===== config.mk =====
export PLATFORM = sky130hd
export DESIGN_NAME = dmem_arbiter
export DESIGN_NICKNAME = d
export VERILOG_FILES = /design/src/rtl/mem_pkg.sv /design/src/rtl/starve_counter.sv /design/src/rtl/dmem_arbiter.sv
export SDC_FILE = /design/constraint.sdc
export NUM_CORES = 1
export LEC_CHECK = 0
export ABC_AREA = 1
export CORE_AREA = 2 2 121 123
export DETAILED_ROUTE_END_ITERATION = 10
export DIE_AREA = 0 0 123 125
export SLEW_MARGIN = 20
export SYNTH_ARGS = -nofsm -noshare
export SYNTH_HDL_FRONTEND = slang
export SYNTH_HIERARCHICAL = 1
export SYNTH_SLANG_ARGS = --single-unit

===== constraint.sdc =====
create_clock -name clock -period 2.02 [get_ports clock]
set_input_delay 0.505 -clock clock [delete_from_list [all_inputs] [get_ports clock]]
set_output_delay 0.505 -clock clock [all_outputs]
set_load 0.01 [all_outputs]

===== src/rtl/mem_pkg.sv =====
// Shared memory-side definitions: memop encodings, read-owner encoding, widths.
package mem_pkg;

  localparam int MEM_AW = 32;
  localparam int MEM_DW = 32;
  localparam int CNT_W  = 4;

  localparam logic [2:0] MEMOP_LB  = 3'd0;
  localparam logic [2:0] MEMOP_LH  = 3'd1;
  localparam logic [2:0] MEMOP_LW  = 3'd2;
  localparam logic [2:0] MEMOP_LBU = 3'd3;
  localparam logic [2:0] MEMOP_LHU = 3'd4;
  localparam logic [2:0] MEMOP_SB  = 3'd5;
  localparam logic [2:0] MEMOP_SH  = 3'd6;
  localparam logic [2:0] MEMOP_SW  = 3'd7;

  typedef enum logic [1:0] {
    OWN_NONE = 2'd0,
    OWN_P0   = 2'd1,
    OWN_P1   = 2'd2
  } owner_t;

endpackage


===== src/rtl/starve_counter.sv =====
// Saturating starvation counter for the low-priority port.
module starve_counter
  import mem_pkg::*;
(
  input  logic             clock,
  input  logic             reset,
  input  logic             inc,
  input  logic             clr,
  output logic [CNT_W-1:0] cnt
);

  localparam logic [CNT_W-1:0] CNT_MAX = '1;

  // Clear wins over increment; the count sticks at its maximum instead of wrapping.
  always_ff @(posedge clock or negedge reset) begin
    if (!reset) begin
      cnt <= '0;
    end else if (clr) begin
      cnt <= '0;
    end else if (inc && (cnt != CNT_MAX)) begin
      cnt <= cnt + 1'b1;
    end
  end

endmodule


===== src/rtl/dmem_arbiter.sv =====
// Two-port data-memory arbiter: fixed priority for port 0, starvation escape for
// port 1, one access per cycle, read data routed back to the issuing port.
module dmem_arbiter
  import mem_pkg::*;
#(
  parameter int AW           = MEM_AW,
  parameter int DW           = MEM_DW,
  parameter int STARVE_LIMIT = 4
) (
  input  logic             clock,
  input  logic             reset,
  input  logic             p0_req,
  input  logic             p0_we,
  input  logic [AW-1:0]    p0_addr,
  input  logic [DW-1:0]    p0_wdata,
  input  logic [2:0]       p0_op,
  input  logic             p1_req,
  input  logic             p1_we,
  input  logic [AW-1:0]    p1_addr,
  input  logic [DW-1:0]    p1_wdata,
  input  logic [2:0]       p1_op,
  output logic             p0_gnt,
  output logic             p1_gnt,
  output logic             p0_rvalid,
  output logic             p1_rvalid,
  output logic [DW-1:0]    p0_rdata,
  output logic [DW-1:0]    p1_rdata,
  output logic [AW-1:0]    mem_addr,
  output logic [DW-1:0]    mem_datain,
  output logic [2:0]       mem_op,
  output logic             mem_we,
  output logic             mem_en,
  input  logic [DW-1:0]    mem_dataout,
  output logic [CNT_W-1:0] starve_cnt
);

  localparam logic [CNT_W-1:0] LIMIT = CNT_W'(STARVE_LIMIT);

  owner_t rd_owner;
  owner_t rd_owner_next;
  logic   p1_denied;

  // Port 1 counts every cycle it waits; any grant or idle cycle resets the wait.
  assign p1_denied = p1_req & ~p1_gnt;

  starve_counter u_starve_counter (
    .clock (clock),
    .reset (reset),
    .inc   (p1_denied),
    .clr   (~p1_denied),
    .cnt   (starve_cnt)
  );

  // Grant selection; nothing is granted while reset is held so no access leaks out.
  always_comb begin
    p0_gnt = 1'b0;
    p1_gnt = 1'b0;
    if (reset) begin
      if (p1_req && (starve_cnt >= LIMIT)) begin
        p1_gnt = 1'b1;
      end else if (p0_req) begin
        p0_gnt = 1'b1;
      end else if (p1_req) begin
        p1_gnt = 1'b1;
      end
    end
  end

  // Memory request mirrors the winner; idle cycles drive an all-zero request.
  always_comb begin
    mem_en     = p0_gnt | p1_gnt;
    mem_we     = 1'b0;
    mem_addr   = '0;
    mem_datain = '0;
    mem_op     = '0;
    if (p0_gnt) begin
      mem_we     = p0_we;
      mem_addr   = p0_addr;
      mem_datain = p0_wdata;
      mem_op     = p0_op;
    end else if (p1_gnt) begin
      mem_we     = p1_we;
      mem_addr   = p1_addr;
      mem_datain = p1_wdata;
      mem_op     = p1_op;
    end
  end

  // Remember which port issued this cycle's read so next cycle's data finds it.
  always_comb begin
    rd_owner_next = OWN_NONE;
    if (p0_gnt && !p0_we) begin
      rd_owner_next = OWN_P0;
    end else if (p1_gnt && !p1_we) begin
      rd_owner_next = OWN_P1;
    end
  end

  // Owner register; reset drops any read in flight.
  always_ff @(posedge clock or negedge reset) begin
    if (!reset) begin
      rd_owner <= OWN_NONE;
    end else begin
      rd_owner <= rd_owner_next;
    end
  end

  // Steer the memory's read data to the owning port only; the other sees zeros.
  always_comb begin
    p0_rvalid = 1'b0;
    p1_rvalid = 1'b0;
    p0_rdata  = '0;
    p1_rdata  = '0;
    if (rd_owner == OWN_P0) begin
      p0_rvalid = 1'b1;
      p0_rdata  = mem_dataout;
    end else if (rd_owner == OWN_P1) begin
      p1_rvalid = 1'b1;
      p1_rdata  = mem_dataout;
    end
  end

endmodule


Word level (Yosys, flattened, before mapping)
Index checks and enable logic that the tools add are counted.
{ "totals": {"output_inout_bits": 141, "inputBits": 172, "elab_cells": 42, "ff_bits": 6} }
{ "classes": {"n_addsub": 1, "n_eq_ne": 4, "n_lt_le_gt_ge": 1, "n_bitwise": 3, "mux": 25, "reduce_logical": 6} }
{ "ops": {"columns": ["operator", "count"], "rows": [
  ["$mux 32", 7],
  ["$mux 1", 12],
  ["$mux 4", 2],
  ["$mux 3", 2],
  ["$add 4x1->4 const B", 1],
  ["$ge 4x3->1 const B", 1],
  ["$logic_and 1x1->1", 4],
  ["$mux 2", 2],
  ["$ne 4x4->1 const B", 1],
  ["$eq 2x1->1 const B", 1],
  ["$eq 2x2->1 const B", 1],
  ["$logic_not 1->1", 2],
  ["$ne 2x2->1 const B", 1],
  ["$and 1x1->1", 1],
  ["$not 1->1", 1],
  ["$or 1x1->1", 1]
]} }

Depth between registers and ports, before layout
Gate-level depths: netlist (run 1).
{ "logic_depth": {"depth_word": 9, "mapped_depth": 10, "mapped_depth_nobuf": 9} }

Modules after synthesis
The synthesis (run 1) kept the hierarchy.
{ "modules_own_cells": {"columns": ["module", "cells_per_inst", "area_per_inst_um2", "seq_area_each_um2", "n_inst"], "rows": [
  ["dmem_arbiter", 350, 1475.2, 50.0, 1],
  ["starve_counter", 29, 222.7, 100.1, 1]
]} }

Least setup slack after synthesis (run 1)
Ideal clock, no wire load.
{ "synth_path": {"kind": "input to output", "start": "input port reset", "end": "output port mem_addr[14]", "t_required_ns": 1.515, "slack_ns": 0.220, "path_buffers": 2, "arrival_time_ns": 1.295, "path_stages": 6, "path_cell_list": "buf_2 > nand2_1 > a21oi_2 > buf_2 > nand2_1 > nand2_1"} }
{ "synth_via": {"elab_chain_cells": 3, "word_cells_on_any_way": 4, "cone_classes": "mux: 4"} }
{ "synth_lines": {"columns": ["item", "line", "rtl"], "rows": [
  ["start, declared", "dmem_arbiter.sv:11", "input logic reset,"],
  ["$mux 1", "dmem_arbiter.sv:58", "if (reset) begin"],
  ["net p1_gnt", "dmem_arbiter.sv:23", "output logic p1_gnt,"],
  ["$mux 32", "dmem_arbiter.sv:81", "end else if (p1_gnt) begin"],
  ["$mux 32", "dmem_arbiter.sv:76", "if (p0_gnt) begin"],
  ["end, declared", "dmem_arbiter.sv:28", "output logic [AW-1:0] mem_addr,"]
]} }
The timed path passes the listed nets, and every way through them passes these cells.

Worst setup path after layout (run 1)
{ "layout_path": {"start": "register u_starve_counter.cnt[3]", "end": "output port mem_addr[10]"} }
{ "layout_via": {"elab_chain_cells": 6, "word_cells_on_any_way": 8, "cone_classes": "order compare: 1; mux: 6; reduce/logical: 1"} }
{ "layout_lines": {"columns": ["item", "line", "rtl"], "rows": [
  ["start, declared", "starve_counter.sv:9", "output logic [CNT_W-1:0] cnt"],
  ["start signal, assigned", "starve_counter.sv:21", "cnt <= cnt + 1'b1;"],
  ["$ge 4x3->1 (*)", "dmem_arbiter.sv:59", "if (p1_req && (starve_cnt >= LIMIT)) begin"],
  ["$logic_and 1x1->1 (*)", "dmem_arbiter.sv:59", null],
  ["$mux 1", "dmem_arbiter.sv:59", null],
  ["$mux 1", "dmem_arbiter.sv:58", null],
  ["$mux 32", "dmem_arbiter.sv:81", null],
  ["$mux 32 (*)", "dmem_arbiter.sv:76", null]
]} }
Every way passes the cells marked *; elsewhere a longest branch is shown, timed or not.

==> flow_metrics.tcl, run 1 <==
set metrics [dict create \
    status "complete, but fails checks" \
    failed_checks "negative setup slack" \
    ir_worst_vdd_uv 126 \
    dieArea_um2 15400 \
    root_buffer "clkbuf_16" \
    h-tree-depth 1 \
    cp-end-kind "output pin" \
    start_util 0.120 \
    worst_r2r_startpoint "u_starve_counter/cnt[3]$_DFFE_PN0P_" \
    ant_nets 0 \
    drive_above_1_share 0.235 \
    drc 0 \
    placed_area_um2 5300 \
    pwr_density_cell_nw_per_um2 264 \
    worstPathRequired_ps 1510 \
    yosys-top-cells-area "nand2_1 34%, nand3_1 21%, nor2_1 15%" \
    worst_path_dominant_cell_family "buffers and inverters" \
    stdcell_area_um2 5480 \
    syn_area_um2 1700 \
    synthTopCellsByCount "153 x nand2_1, 72 x nand3_1, 70 x nor2_1" \
    drt_wl_total_um 11900 \
    clkTransAtPathRegs_ps 30 \
    holdBufCountCts 0 \
    path_cells "nor2_2 -> buf_4 -> a21oi_4 -> buf_12 -> buf_12 -> clkbuf_16 -> nand2_1 -> nand2_1 -> buf_2" \
    portBuffers 312 \
    syn-mean-instance-area_um2 4.48 \
    cp_max_fo 6 \
    cap_violations 0 \
    synth_top_area_cell "nand2_1" \
    dp.cells 880 \
    synth_flop_cell "dfrtp_1" \
    period_needed_ps 2140 \
    drt-initial-drc-count 71 \
    synth.distinct_cells 14 \
    setup.worst_path.start_class "flop" \
    criticalPathCategory "flop to output pin" \
    final_hold_viol_count 0 \
    worst_hold_path_type "input pin to asynchronous set/reset pin" \
    max_stage_delay_ps 380 \
    crit_arrival_ps 1630 \
    detailedPlace.worstSlack_ps -784 \
    layout.nets 882 \
    cts.sinks 6 \
    worst-slew-pin-transition_ps 295 \
    ys_ff_latch 6 \
    critical_path.slowest_cell "dfrtp_1" \
    grt_start_max_net_pins 34 \
    ys_warn_count 6 \
    max-clock-path-buffers 2 \
    dr.pass1.iters 4 \
    io_pins 313 \
    place_congestion 0.822 \
    place_hpwl_um 9480 \
    grt_pass1_wl_um 17200 \
    syn_to_final_growth_pct 223 \
    grt_setup_unrepaired "true" \
    synth-edff-count 0 \
    async_flop_share 1.00 \
    min_period_over_period 1.06 \
    cts_buffers 3 \
    r2r_cells 12 \
    vias_per_cell 3.94 \
    finClkSkew_ps 0.217 \
    syn_nets 552 \
    fillers 1589 \
    setup_viol 49 \
    instances_no_fill 892 \
    antenna_found_initial 1 \
    regArea_um2 150 \
    clk_latency_ps 230 \
    setup_ws_ps -119 \
    cts_tree "built" \
    p_leak_nw 3.11 \
    synth_top_area_frac 0.338 \
    die_h_um 125 \
    clock.fmax_mhz 468 \
    cp_num_buf_inv 5 \
    multiInputGateArea_um2 1430 \
    synth_cells 379 \
    grt_pass1_vias 3442 \
    grt_overflow 0 \
    wire_per_inst_um 13.4 \
    slew_headroom 0.804 \
    finalMaxSlewViolations 0 \
    die_x_um 123 \
    reg2reg_slack_ps 340 \
    grt_use_total 0.139 \
    vias 3513 \
    r2r-end "u_starve_counter/cnt[0]$_DFFE_PN0P_" \
    synth_seq_area_share 0.0884 \
    num_rows 44 \
    power_mw 1.45 \
    core_um2 14200 \
    yosys.cell_count.top_type "nand2_1" \
]
-- cells by family (layout without fill, tap and decap cells) --
group / count (synthesis) / after routing / share of synthesized area
buffers and inverters: 71 / 399 / 0.174
and+or+nand+nor: 299 / 299 / 0.720
other: 0 / 1 / 0
DFF: 6 / 6 / 0.0884
AOI/OAI and AO/OA: 1 / 1 / 0.00516
xor gates and xnor gates: 1 / 1 / 0.00516
adders and majority gates: 1 / 1 / 0.00737
-- worst reg2reg max path: stages (launching register included) --
cell	delay, ps
dfrtp_1	380
nor2_2	140
buf_4	140
a21oi_4	60
buf_12	140
buf_6	140
nor2_1	150
inv_1	70
inv_1	120
nand2_2	80
inv_2	80
nand2_1	50
nand2_1	60
-- registers in the layout, summed over array words and instances, names as in the netlist --
register and cells:
u_starve_counter/cnt 4, rd_owner 2
-- repair_timing --
| item | 4_1_cts | 5_1_grt |
|---|---|---|
| buffers inserted | 3 | 1 |
| resized for setup | 370 | 58 |
| pin swaps | 8 | 11 |
| endpoints found under the setup margin | 136 | 75 |
| gates cloned | 2 | 3 |
-- per-layer routing --
metal | part of all wire | wire (um) | GRT usage
met2 | 0.50 | 5950 | 0.263
met4 | 0.0099 | 118 | 0.0234
met5 | 0 | 0 | 0
met1 | 0.39 | 4610 | 0.157
met3 | 0.10 | 1240 | 0.0310
-- per-stage QoR --
step,util,hold WS (ps),TNS (ps)
6_report,0.386,307,-3710
3_5_place_dp,0.373,541,-61500
4_1_cts,0.366,315,-4540
2_1_floorplan,-,209,0
3_3_place_gp,0.373,545,-59790
5_1_grt,0.386,343,-9170
-- cells in the final DEF (no fill, tap or decap), types with 2 or more instances in the layout --
master,count
nor2_1,66
dlymetal6s2s_1,2
clkbuf_16,6
clkdlybuf4s50_1,173
nand3_1,70
nand2_2,30
nand2_4,10
nand2_1,115
dfrtp_1,6
buf_16,2
buf_2,47
buf_6,24
clkdlybuf4s15_2,13
nor2_2,4
buf_12,11
nand3_2,2
buf_4,14
inv_1,42
dlygate4sd2_1,62
nand4_1,2
-- worst max path at each step --
stage,cells after the start,from,end,slack (ps)
2_1_floorplan,6,reset,mem_addr[14],220
3_3_place_gp,8,p0_req,mem_addr[15],-770
3_5_place_dp,8,p0_req,mem_addr[20],-780
4_1_cts,4,mem_dataout[6],p1_rdata[6],-150
5_1_grt,9,u_starve_counter/cnt[3]$_DFFE_PN0P_,mem_datain[20],-190
6_report,9,u_starve_counter/cnt[3]$_DFFE_PN0P_,mem_addr[10],-120
-- power breakdown --
part	switching, mW	internal [mW]	total, mW
clock	0.0652	0.254	0.319
sequential	0.00821	0.127	0.135
combinational	0.397	0.595	0.992
total	0.471	0.975	1.45
-- cell type report --
cell class                 instances  area share
sequential                         6      0.0274
clock buffer                       3      0.0137
tap                              184      0.0420
inverter                          43      0.0295
timing repair buffer             353       0.627
multi-input combinational        302       0.260
antenna                            1    0.000457
Power figures use the tool's default switching activity.
==> run 2, diff against run 1 <==
- GPL_ROUTABILITY_DRIVEN: default -> 0
- GPL_TIMING_DRIVEN: default -> 0
==> flow_metrics.tcl, run 2 (synthesis gave the netlist of run 1 again) <==
set metrics [dict create \
    p_seq_frac 0.082 \
    min_period_over_period 1.07 \
    largest_registers "u_starve_counter/cnt: 4 flops, rd_owner: 2 flops" \
    clk_latency_ps 230 \
    max-clock-path-buffers 2 \
    wire_per_inst_um 15.3 \
    worst_path_dominant_cell_family "buffers and inverters" \
    vias 3753 \
    holdBufCountCts 0 \
    drt-initial-drc-count 84 \
    die_x_um 123 \
    drive_above_1_share 0.376 \
    p_leak_nw 3.35 \
    layout.nets 910 \
    h-tree-depth 1 \
    largest_reg_flops 4 \
    cts_buffers 3 \
    final_common_cell "clkdlybuf4s50_1" \
    die_h_um 125 \
    dp.cells 875 \
    finClkSkew_ps 3.67 \
    grt_pass1_vias 3866 \
    pwr_density_cell_nw_per_um2 264 \
    portBuffers 312 \
    placed_area_um2 5050 \
    setup.worst_path.start_class "flop" \
    core_um2 14200 \
    failed_checks "negative setup slack" \
    path_cells "nor2_4 -> nand2_2 -> nand2_4 -> buf_12 -> buf_8 -> buf_4 -> nand3_1 -> nand2_1 -> buf_2" \
    criticalPathCategory "flop to output pin" \
    vias_per_cell 4.08 \
    cp-end-kind "output pin" \
    status "complete, but fails checks" \
    grt_start_max_net_pins 11 \
    worst-slew-pin-transition_ps 354 \
    instances_no_fill 919 \
    setup_tns_ps -1860 \
    final_util 0.440 \
    place_hpwl_um 10100 \
    setup_ws_ps -136 \
    cts.sinks 6 \
    drc 0 \
    period_needed_ps 2160 \
    stdcell_area_um2 6250 \
    slew_headroom 0.764 \
    grt_overflow 0 \
    crit_arrival_ps 1650 \
    cap_violations 0 \
    io_pins 313 \
    worstPathRequired_ps 1510 \
    clkTransAtPathRegs_ps 30 \
    grt_setup_unrepaired "true" \
    setup_viol 43 \
    final_hold_viol_count 0 \
    power.internal_mw 1.08 \
    grt_pass1_wl_um 20900 \
    syn_to_final_growth_pct 268 \
    critical_path.slowest_cell "dfrtp_2" \
    pwr-share-comb 0.724 \
    swShare 0.344 \
    clock.fmax_mhz 464 \
    diodes 0 \
    netSwitchingPower_uw 566 \
    drt_wl_total_um 14000 \
    clockPowerShare 0.194 \
    root_buffer "clkbuf_16" \
    mostFrequentLayoutCells "173 x clkdlybuf4s50_1, 97 x nand2_1, 66 x nor2_1" \
    start_util 0.120 \
    finalMaxSlewViolations 0 \
    dieArea_um2 15400 \
    antenna_found_initial 0 \
    ant_nets 0 \
    cp_num_buf_inv 4 \
    ir_worst_vdd_uv 124 \
    largest_register "u_starve_counter/cnt" \
    worst_hold_path_type "input pin to asynchronous set/reset pin" \
    dr.pass1.iters 4 \
    max_stage_delay_ps 420 \
    grt_use_total 0.174 \
    cp_max_fo 6 \
    num_rows 44 \
    cts_tree "built" \
]
[run 2: area by class of cell]
cell class                 count  area, um^2
fill                        1489        7950
timing repair buffer         361        3580
multi-input combinational    302        1840
tap                          184         230
buffer                        20         218
inverter                      43         161
sequential                     6         153
clock buffer                   3        75.1
[run 2: power by group through the flow]
stage | logic [mW] | registers, mW | clock network (mW)
after detailed placement | 0.952 | 0.136 | 0
after CTS | 1.19 | 0.135 | 0.324
after global routing | 1.28 | 0.136 | 0.332
after global placement | 0.954 | 0.136 | 0
final | 1.19 | 0.135 | 0.320
after floorplan | 0.283 | 0.136 | 0
[run 2: final timing paths]
path,start,to,slack (ps),cells past startpoint
setup / recovery,u_starve_counter/cnt[3]$_DFFE_PN0P_,mem_addr[15],-140,9
hold reg to reg,u_starve_counter/cnt[1]$_DFFE_PN0P_,u_starve_counter/cnt[1]$_DFFE_PN0P_,550,2
min in group clock,u_starve_counter/cnt[1]$_DFFE_PN0P_,u_starve_counter/cnt[1]$_DFFE_PN0P_,550,2
max in group asynchronous,reset,u_starve_counter/cnt[2]$_DFFE_PN0P_,1710,2
hold / removal,reset,u_starve_counter/cnt[1]$_DFFE_PN0P_,180,2
setup reg to reg,u_starve_counter/cnt[3]$_DFFE_PN0P_,u_starve_counter/cnt[3]$_DFFE_PN0P_,220,12
[run 2: worst reg2reg max path: stages, from the launching register on]
cell and delay, ps:
dfrtp_2 420, nor2_4 150, a21oi_4 90, buf_12 160, buf_8 140, buf_4 140
nor2_1 150, inv_1 80, inv_1 130, nand2_2 80, inv_2 80, nand2_1 50
nand2_1 60
[run 2: metal layers]
| layer | GRT usage | part of all wire |
|---|---|---|
| met5 | 0 | 0 |
| met4 | 0.0368 | 0.020 |
| met1 | 0.193 | 0.37 |
| met3 | 0.0306 | 0.086 |
| met2 | 0.336 | 0.53 |
[run 2: repair_timing]
| action | in CTS | in global routing |
|---|---|---|
| gates cloned | 14 | 0 |
| endpoints found under the setup margin | 142 | 79 |
| pin swaps | 49 | 52 |
| buffers inserted | 39 | 7 |
| resized for setup | 566 | 92 |
[run 2: stage by stage]
step	power [mW]	setup slack, ps	hold WS (ps)
after floorplan	0.419	220	209
after global placement	1.09	-1620	548
after detailed placement	1.09	-1630	541
after CTS	1.65	-203	165
after global routing	1.75	-209	192
final	1.65	-136	182
